<file path="src/rtl/mem_bus_arbiter.sv">
`default_nettype none
// ============================================================================
// Module   : mem_bus_arbiter
// Purpose  : Shares one single-ported memory bus between the IF stage
//            (instruction fetch) and the MEM stage (loads/stores from the
//            EX/MEM register). Sequences each bus transaction, formats store
//            data and byte enables from rw_type, sign/zero-extends load data,
//            and raises per-stage stall signals for the pipeline control.
// Revision : 1.0 - initial release
// ----------------------------------------------------------------------------
// Parameters
//   STARVE_LIMIT  consecutive data grants allowed while a fetch is pending
//                 (only meaningful with MEM_BUS_STARVE_GUARD_EN)
//   TIMEOUT_CYC   cycles to wait for bus_ack_i before aborting
// Optional build macro
//   MEM_BUS_STARVE_GUARD_EN  enables the fetch starvation guard; without it
//                            data requests always win arbitration.
// Ports
//   clk, rst_n        clock, synchronous active-low reset
//   if_req_i/addr_i   fetch request (level) and word-aligned address
//   if_rdata_o        fetched instruction, valid with if_valid_o pulse
//   stall_if_o        fetch pending and not completing this cycle
//   mem_read_i/write_i, mem_addr_i, mem_wdata_i, rw_type_i   data request
//   mem_rdata_o       extended load data, valid with mem_valid_o pulse
//   mem_err_o         pulse with mem_valid_o on misaligned/timed-out access
//   stall_mem_o       data access pending and not completing this cycle
//   bus_*             single-ported memory bus (req held until ack)
// ============================================================================
module mem_bus_arbiter #(
  parameter int STARVE_LIMIT = 4,
  parameter int TIMEOUT_CYC  = 64
) (
  input  logic        clk,
  input  logic        rst_n,
  // instruction fetch side
  input  logic        if_req_i,
  input  logic [31:0] if_addr_i,
  output logic [31:0] if_rdata_o,
  output logic        if_valid_o,
  output logic        stall_if_o,
  // data side
  input  logic        mem_read_i,
  input  logic        mem_write_i,
  input  logic [31:0] mem_addr_i,
  input  logic [31:0] mem_wdata_i,
  input  logic [2:0]  rw_type_i,
  output logic [31:0] mem_rdata_o,
  output logic        mem_valid_o,
  output logic        mem_err_o,
  output logic        stall_mem_o,
  // memory bus
  output logic        bus_req_o,
  output logic        bus_we_o,
  output logic [31:0] bus_addr_o,
  output logic [31:0] bus_wdata_o,
  output logic [3:0]  bus_be_o,
  input  logic        bus_ack_i,
  input  logic [31:0] bus_rdata_i
);

  localparam int          TMO_W    = $clog2(TIMEOUT_CYC + 1);
  localparam logic [TMO_W-1:0] TMO_LAST = TMO_W'(TIMEOUT_CYC - 1);
  localparam logic [31:0] NOP_INSN = 32'h0000_0013;
  localparam logic [31:0] WORD_MASK = 32'hFFFF_FFFC;

  // Parameter sanity checks at elaboration.
  if (TIMEOUT_CYC < 1) begin : g_bad_timeout
    $error("mem_bus_arbiter: TIMEOUT_CYC must be at least 1");
  end
  if (STARVE_LIMIT < 1) begin : g_bad_starve
    $error("mem_bus_arbiter: STARVE_LIMIT must be at least 1");
  end

  typedef enum logic [1:0] {
    IDLE  = 2'd0,
    DATA  = 2'd1,
    FETCH = 2'd2
  } state_t;

  state_t           state;
  logic [TMO_W-1:0] tmo_cnt;
  logic [2:0]       lat_rw_type;
  logic [1:0]       lat_off;
  logic             misalign_pulse;

  logic        dreq;
  logic        is_misaligned;
  logic [3:0]  req_be;
  logic [31:0] req_wdata;
  logic [31:0] rdata_shifted;
  logic [31:0] load_data;
  logic        starve_hit;
  logic        grant_data;
  logic        grant_fetch;

  assign dreq = mem_read_i | mem_write_i;

  // Byte enables, store lane replication and alignment check for the
  // request currently presented by the MEM stage.
  always_comb begin
    req_be        = 4'b1111;
    req_wdata     = mem_wdata_i;
    is_misaligned = 1'b0;
    case (rw_type_i[1:0])
      2'b00: begin
        req_be    = 4'b0001 << mem_addr_i[1:0];
        req_wdata = {4{mem_wdata_i[7:0]}};
      end
      2'b01: begin
        req_be        = 4'b0011 << mem_addr_i[1:0];
        req_wdata     = {2{mem_wdata_i[15:0]}};
        is_misaligned = mem_addr_i[0];
      end
      default: is_misaligned = (mem_addr_i[1:0] != 2'b00);
    endcase
  end

  // Load path: move the addressed lane down to bit 0, then extend.
  always_comb begin
    rdata_shifted = bus_rdata_i >> {lat_off, 3'b000};
    case (lat_rw_type)
      3'b000:  load_data = {{24{rdata_shifted[7]}}, rdata_shifted[7:0]};
      3'b001:  load_data = {{16{rdata_shifted[15]}}, rdata_shifted[15:0]};
      3'b100:  load_data = {24'd0, rdata_shifted[7:0]};
      3'b101:  load_data = {16'd0, rdata_shifted[15:0]};
      default: load_data = rdata_shifted;
    endcase
  end

`ifdef MEM_BUS_STARVE_GUARD_EN
  localparam int              STV_W   = $clog2(STARVE_LIMIT + 1);
  localparam logic [STV_W-1:0] STV_MAX = STV_W'(STARVE_LIMIT);

  logic [STV_W-1:0] starve_cnt;

  // Once the data side has won STARVE_LIMIT times against a waiting fetch,
  // the fetch gets the next contested slot.
  assign starve_hit = (starve_cnt == STV_MAX) & if_req_i;

  always_ff @(posedge clk) begin
    if (!rst_n) begin
      starve_cnt <= '0;
    end else if (grant_fetch) begin
      starve_cnt <= '0;
    end else if (grant_data && !is_misaligned && if_req_i && starve_cnt != STV_MAX) begin
      starve_cnt <= starve_cnt + 1'b1;
    end
  end
`else
  assign starve_hit = 1'b0;
`endif

  // The misalign pulse cycle still sees the faulting request on the inputs
  // (the pipeline advances at the end of that cycle), so it must not be
  // arbitrated a second time.
  assign grant_data  = (state == IDLE) & dreq & ~misalign_pulse & ~starve_hit;
  assign grant_fetch = (state == IDLE) & if_req_i & ~grant_data;

  assign stall_mem_o = rst_n & dreq & ~((state == DATA) & bus_ack_i) & ~misalign_pulse;
  assign stall_if_o  = rst_n & if_req_i & ~((state == FETCH) & bus_ack_i);

  always_ff @(posedge clk) begin
    if (!rst_n) begin
      state          <= IDLE;
      tmo_cnt        <= '0;
      lat_rw_type    <= 3'd0;
      lat_off        <= 2'd0;
      misalign_pulse <= 1'b0;
      if_rdata_o     <= '0;
      if_valid_o     <= 1'b0;
      mem_rdata_o    <= '0;
      mem_valid_o    <= 1'b0;
      mem_err_o      <= 1'b0;
      bus_req_o      <= 1'b0;
      bus_we_o       <= 1'b0;
      bus_addr_o     <= '0;
      bus_wdata_o    <= '0;
      bus_be_o       <= '0;
    end else begin
      if_valid_o     <= 1'b0;
      mem_valid_o    <= 1'b0;
      mem_err_o      <= 1'b0;
      misalign_pulse <= 1'b0;
      case (state)
        IDLE: begin
          tmo_cnt <= '0;
          if (grant_data) begin
            if (is_misaligned) begin
              mem_valid_o    <= 1'b1;
              mem_err_o      <= 1'b1;
              mem_rdata_o    <= '0;
              misalign_pulse <= 1'b1;
            end else begin
              state       <= DATA;
              bus_req_o   <= 1'b1;
              bus_we_o    <= mem_write_i;   // read+write together is a store
              bus_addr_o  <= mem_addr_i & WORD_MASK;
              bus_be_o    <= req_be;
              bus_wdata_o <= req_wdata;
              lat_rw_type <= rw_type_i;
              lat_off     <= mem_addr_i[1:0];
            end
          end else if (grant_fetch) begin
            state       <= FETCH;
            bus_req_o   <= 1'b1;
            bus_we_o    <= 1'b0;
            bus_addr_o  <= if_addr_i & WORD_MASK;
            bus_be_o    <= 4'b1111;
            bus_wdata_o <= '0;
          end
        end

        DATA: begin
          if (bus_ack_i) begin
            state       <= IDLE;
            bus_req_o   <= 1'b0;
            mem_valid_o <= 1'b1;
            mem_rdata_o <= bus_we_o ? 32'd0 : load_data;
          end else if (tmo_cnt == TMO_LAST) begin
            state       <= IDLE;
            bus_req_o   <= 1'b0;
            mem_valid_o <= 1'b1;
            mem_err_o   <= 1'b1;
            mem_rdata_o <= '0;
          end else begin
            tmo_cnt <= tmo_cnt + 1'b1;
          end
        end

        FETCH: begin
          if (bus_ack_i) begin
            state     <= IDLE;
            bus_req_o <= 1'b0;
            // A withdrawn fetch still finishes on the bus but is not reported.
            if (if_req_i) begin
              if_valid_o <= 1'b1;
              if_rdata_o <= bus_rdata_i;
            end
          end else if (tmo_cnt == TMO_LAST) begin
            state      <= IDLE;
            bus_req_o  <= 1'b0;
            if_valid_o <= 1'b1;
            if_rdata_o <= NOP_INSN;
          end else begin
            tmo_cnt <= tmo_cnt + 1'b1;
          end
        end

        default: begin
          state     <= IDLE;
          bus_req_o <= 1'b0;
        end
      endcase
    end
  end

endmodule
`default_nettype wire
</file>
<file path="config.mk">
export PLATFORM = sky130hd
export DESIGN_NAME = mem_bus_arbiter
export DESIGN_NICKNAME = d
export VERILOG_FILES = /design/src/rtl/mem_bus_arbiter.sv
export SDC_FILE = /design/constraint.sdc
export NUM_CORES = 1
export LEC_CHECK = 0
export CAP_MARGIN = 25
export CORE_UTILIZATION = 45
export CTS_CLUSTER_DIAMETER = 120
export DETAILED_ROUTE_END_ITERATION = 12
export PLACE_DENSITY_LB_ADDON = 0.05
export REMOVE_ABC_BUFFERS = 1
export SLEW_MARGIN = 30
export SYNTH_ARGS = -nofsm -noshare
export SYNTH_HDL_FRONTEND = slang
export SYNTH_SLANG_ARGS = --single-unit
</file>
<file path="constraint.sdc">
create_clock -name clk -period 4.19 [get_ports clk]
set_input_delay 1.0475 -clock clk [delete_from_list [all_inputs] [get_ports clk]]
set_output_delay 1.0475 -clock clk [all_outputs]
set_load 0.05 [all_outputs]
</file>
; ---- Word-level counts from Yosys, hierarchy flattened
; Index checks and enable logic that the tools add are counted.
[word_totals]
ff_bits = 152
inputBits = 137
elab_cells = 119
[op_classes]
add_sub_neg = 1
eq_ne = 17
shifts = 3
n_mux = 49
bitwise = 17
reduce_logical = 17
[op_table]
columns = cell, count
row1 = 2-to-1 mux 32 bit, 14
row2 = case mux 32 bit (2 select lines), 2
row3 = case mux 32 bit (4 select lines), 1
row4 = >> shifter 32 x 5 -> 32 bit, 1
row5 = 2-to-1 mux 1 bit, 15
row6 = AND reduction 3 bit, 5
row7 = 2-to-1 mux 7 bit, 2
row8 = case mux 7 bit (2 select lines), 1
row9 = 2-to-1 mux 4 bit, 3
row10 = inequality test 2 bit (second input constant), 6
row11 = bitwise AND 1 bit, 11
row12 = 2-to-1 mux 2 bit, 5
row13 = nonzero test 2 bit, 5
row14 = case mux 1 bit (2 select lines), 4
row15 = case mux 4 bit (2 select lines), 1
row16 = adder 7 x 1 -> 7 bit (second input constant), 1
row17 = == test 7 x 6 -> 1 bit (second input constant), 1
row18 = == test 3 bit (second input constant), 2
row19 = inequality test 3 bit (second input constant), 2
row20 = NOT 1 bit, 5
row21 = == test 2 x 1 -> 1 bit (second input constant), 2
row22 = logical NOT 2 bit, 2
row23 = case mux 2 bit (2 select lines), 1
row24 = AND reduction 2 bit, 2
row25 = other kinds (10), 10

; ---- Logic depth before layout (Yosys ltp)
[logic_depth]
word_depth = 8
ltp_mapped = 8
mapped_depth_nobuf = 6

; ---- Least setup slack after synthesis
; OpenSTA, ideal clock, no wires.
[synth_path]
path_type = input -> output
start = input port rst_n
end = output port stall_if_o
arrival_ns = 2.570
slack_ns = 0.572
stages = 3
path_cell_list = clkinv_1 clkbuf_1 a211oi_1
[synth_via]
elab_chain_len = 2
[synth_rtl]
columns = element, line_no
row1 = from (decl), 34  ; input logic rst_n,
row2 = bitwise AND 1 bit (2 in series), 160  ; assign stall_if_o = rst_n & if_req_i & ~((state == FETCH) & bus_ack_i);
row3 = to (decl), 40  ; output logic stall_if_o,
; Every way passes these cells.

; ---- Worst setup path in the final report
[layout_path]
start = input port if_req_i
end = output port stall_if_o
[layout_via]
elab_chain_len = 2
[layout_rtl]
columns = element, line_no
row1 = from (decl), 36  ; input logic if_req_i,
row2 = bitwise AND 1 bit (2 in series), 160
; Every way passes these cells.

==> impl_metrics.toml <==
[logic_synthesis]
yosys_warnings = 0
yosysSeqAreaShare_pct = 42.2
synth_edf_count = 0
synth_ff_type = "dfxtp_1"
synthCells = 772
syn_area_per_cell_um2 = 9.22
yosysUniqueCellTypes = 60
synth-seq-cells = 150
async_flop_share_pct = 0
syn_area_um2 = 7120

[clocking]
cts_tree = "done"
ctsHoldBuffers = 0
clk_path_buf_depth = 2
htree_num_levels = 4
post-cts-setup-buffers = 0
cts_made_buffers = 17
cts_resized = 0
cts_num_sinks = 150
ctsRootBufferMaster = "clkbuf_16"
clock_latency_ns = 0.42
clk_pin_slew_ns = 0.06

[timing]
clock_skew_ns = 0.00621
setup_viol = 0
hold_viol = 0
rsz0062_at_grt = "no"
max_freq_mhz = 292
period_minus_slack_ns = 3.43
slew_viol_final = 0
period_share_pct = 81.8
slew_headroom_pct = 39.4
tightest_slew_ns = 0.908
fin_setup_tns_ns = 0

[route]
antenna_left = 0
via_count = 7061
via_per_inst = 5.76
dr.pass1.iters = 5
drt_iter0_drc = 426
drc = 0
wl_um = 22500
wire_per_inst_um = 18.4

[die]
die_w_um = 128
die_area_um2 = 16300
rows = 45
core_region_area_um2 = 15300
start_util_pct = 46.5
io_pins = 276
die_h_um = 128

[run_status]
status = "finished clean"

[global_routing]
antenna_found_initial = 0
grt_usage_pct = 27.4
grt_pass1_vias = 6653
grt_max_degree = 80
grt_pass1_wl_um = 35100
grt_overflow = 0

[placed_design]
dpl_cell_area_um2 = 9880
routabilityCongestion = 0.794
placedCellCount = 1194
port_buffers = 271
hpwl_um = 14800

[final_layout]
fin_nets = 1144
layout-drive-gt1-share_pct = 10.1
fin_area_um2 = 10500
area_delta_synth_final_pct = 47.4
fin_cells = 1226
antennaDiodeCount = 0

[worst_setup_path]
startpoint_type = "input port"
crit_required_ns = 3.14
crit_start = "if_req_i"
r2r_start = "state[1]"
critPathCaptureType = "output port"
worstPathArrival_ns = 2.38
crit_fanout = 5
crit_type = "in -> out"

[power]
power_frac_seq_pct = 34.4
p_leak_nw = 3.73
p_comb_share_pct = 32.4
switching_share_pct = 35.3
power_density_nw_per_um2 = 447
ir_drop_v = 0.000341
p_clk_share_pct = 33.2
p_sw_mw = 1.65
intPower_mw = 3.04

[hold_path]
min_from = "bus_wdata_o[11]"
min_path_type = "reg -> reg"

[job]
maxCapViolCount = 0
-- synthesized netlist by cell type, types with 21 or more instances --
cell type  count  area share, %
nor3_1        31            2.2
mux2i_1       21            3.0
a311oi_1      30            3.7
clkbuf_1      31            1.6
a21oi_1       64            4.5
nand4_1       25            2.2
nand2_1       59            3.1
buf_2         30            2.1
dfxtp_1      150             42
nand3_1       68            4.8
a22o_1        54            6.6
-- logic make-up (layout without fill, tap and decap cells) --
kind of cell    Yosys count  after routing  synth area share (%)
compound gates          244            244                  26.1
simple gates            225            225                  15.6
flops                   150            150                  42.2
buf+inv                  98            340                  6.61
mux                      47             47                  8.33
fa+ha+maj                 5              5                 0.879
xor+xnor                  2              2                 0.246
other cells               1              2                0.0527
-- power groups by stage --
stage,Combinational [mW],Sequential [mW],Clock [mW]
floorplan,0.556,2.01,0
global placement,1.51,1.64,0
detailed placement,1.51,1.64,0
CTS,1.52,1.61,1.58
global route,1.62,1.63,1.64
finish,1.52,1.61,1.56
-- area by class of cell --
class	count	area, µm²
multi-input cells	525	3680
flip-flops and latches	150	3000
inverters	19	71.3
clock buffers	21	480
repair buffers	289	2870
well taps	211	264
clock inverters	11	123
fillers	1292	4830
-- placed cells by master, fill, tap and decap left out, drive strengths merged, types with 2 or more instances in the layout --
cell type and n:
o211a 3, bufinv 2, o2bb2ai 8, o21ai 19, or3 2, a311oi 30, mux2i 21, xor2 2
inv 20, clkinv 4, a221o 10, nand2b 4, and3 2, and2 2, nand2 59, mux2 18
a22o 54, nand4 25, a21oi 67, nand3 69, nor3 32, clkinvlp 4, nor4 2, nor2b 4
clkbuf 21, dfxtp 150, nor2 18, clkdlybuf4s50 269, ha 5, o31ai 11, o22ai 7, a211o 9
o221a 7, buf 20, a211oi 4, mux4 8, conb 2, o211ai 7
-- critical path, stage by stage --
cell	delay [ns]
clkdlybuf4s50_1	0.59
inv_1	0.14
a211oi_1	0.41
buf_12	0.20
-- per-stage QoR --
stage	worst slack [ns]	util, %	power (mW)	hold slack, ns
2_1_floorplan	-0.734	-	2.57	0.445
3_3_place_gp	0.759	64.5	3.15	0.449
3_5_place_dp	0.750	64.5	3.16	0.456
4_1_cts	0.754	68.5	4.71	0.465
5_1_grt	0.714	68.5	4.88	0.480
6_report	0.762	68.5	4.69	0.465
-- per-layer routing --
layer / global-route usage [%] / wire (µm)
met1: 33.8 / 9380
met2: 44.5 / 10800
met3: 8.43 / 1870
met4: 10.7 / 519
met5: 0 / 0
-- registers in the layout, summed over array words and instances (netlist names) --
name and flops:
bus_addr_o 30, bus_be_o 4, bus_req_o 1, bus_wdata_o 32, bus_we_o 1, if_rdata_o 32
if_valid_o 1, lat_off 2, lat_rw_type 3, mem_err_o 1, mem_rdata_o 32, mem_valid_o 1
misalign_pulse 1, state 2, tmo_cnt 7
-- final timing paths --
check                    endpoint  slack, ns  cells past startpoint
setup / recovery       stall_if_o       0.76                      4
hold / removal    bus_wdata_o[11]       0.47                      2
setup reg to reg   bus_addr_o[13]       1.32                      7
hold reg to reg   bus_wdata_o[11]       0.47                      2
No activity file was read; power rests on OpenSTA's default activity.
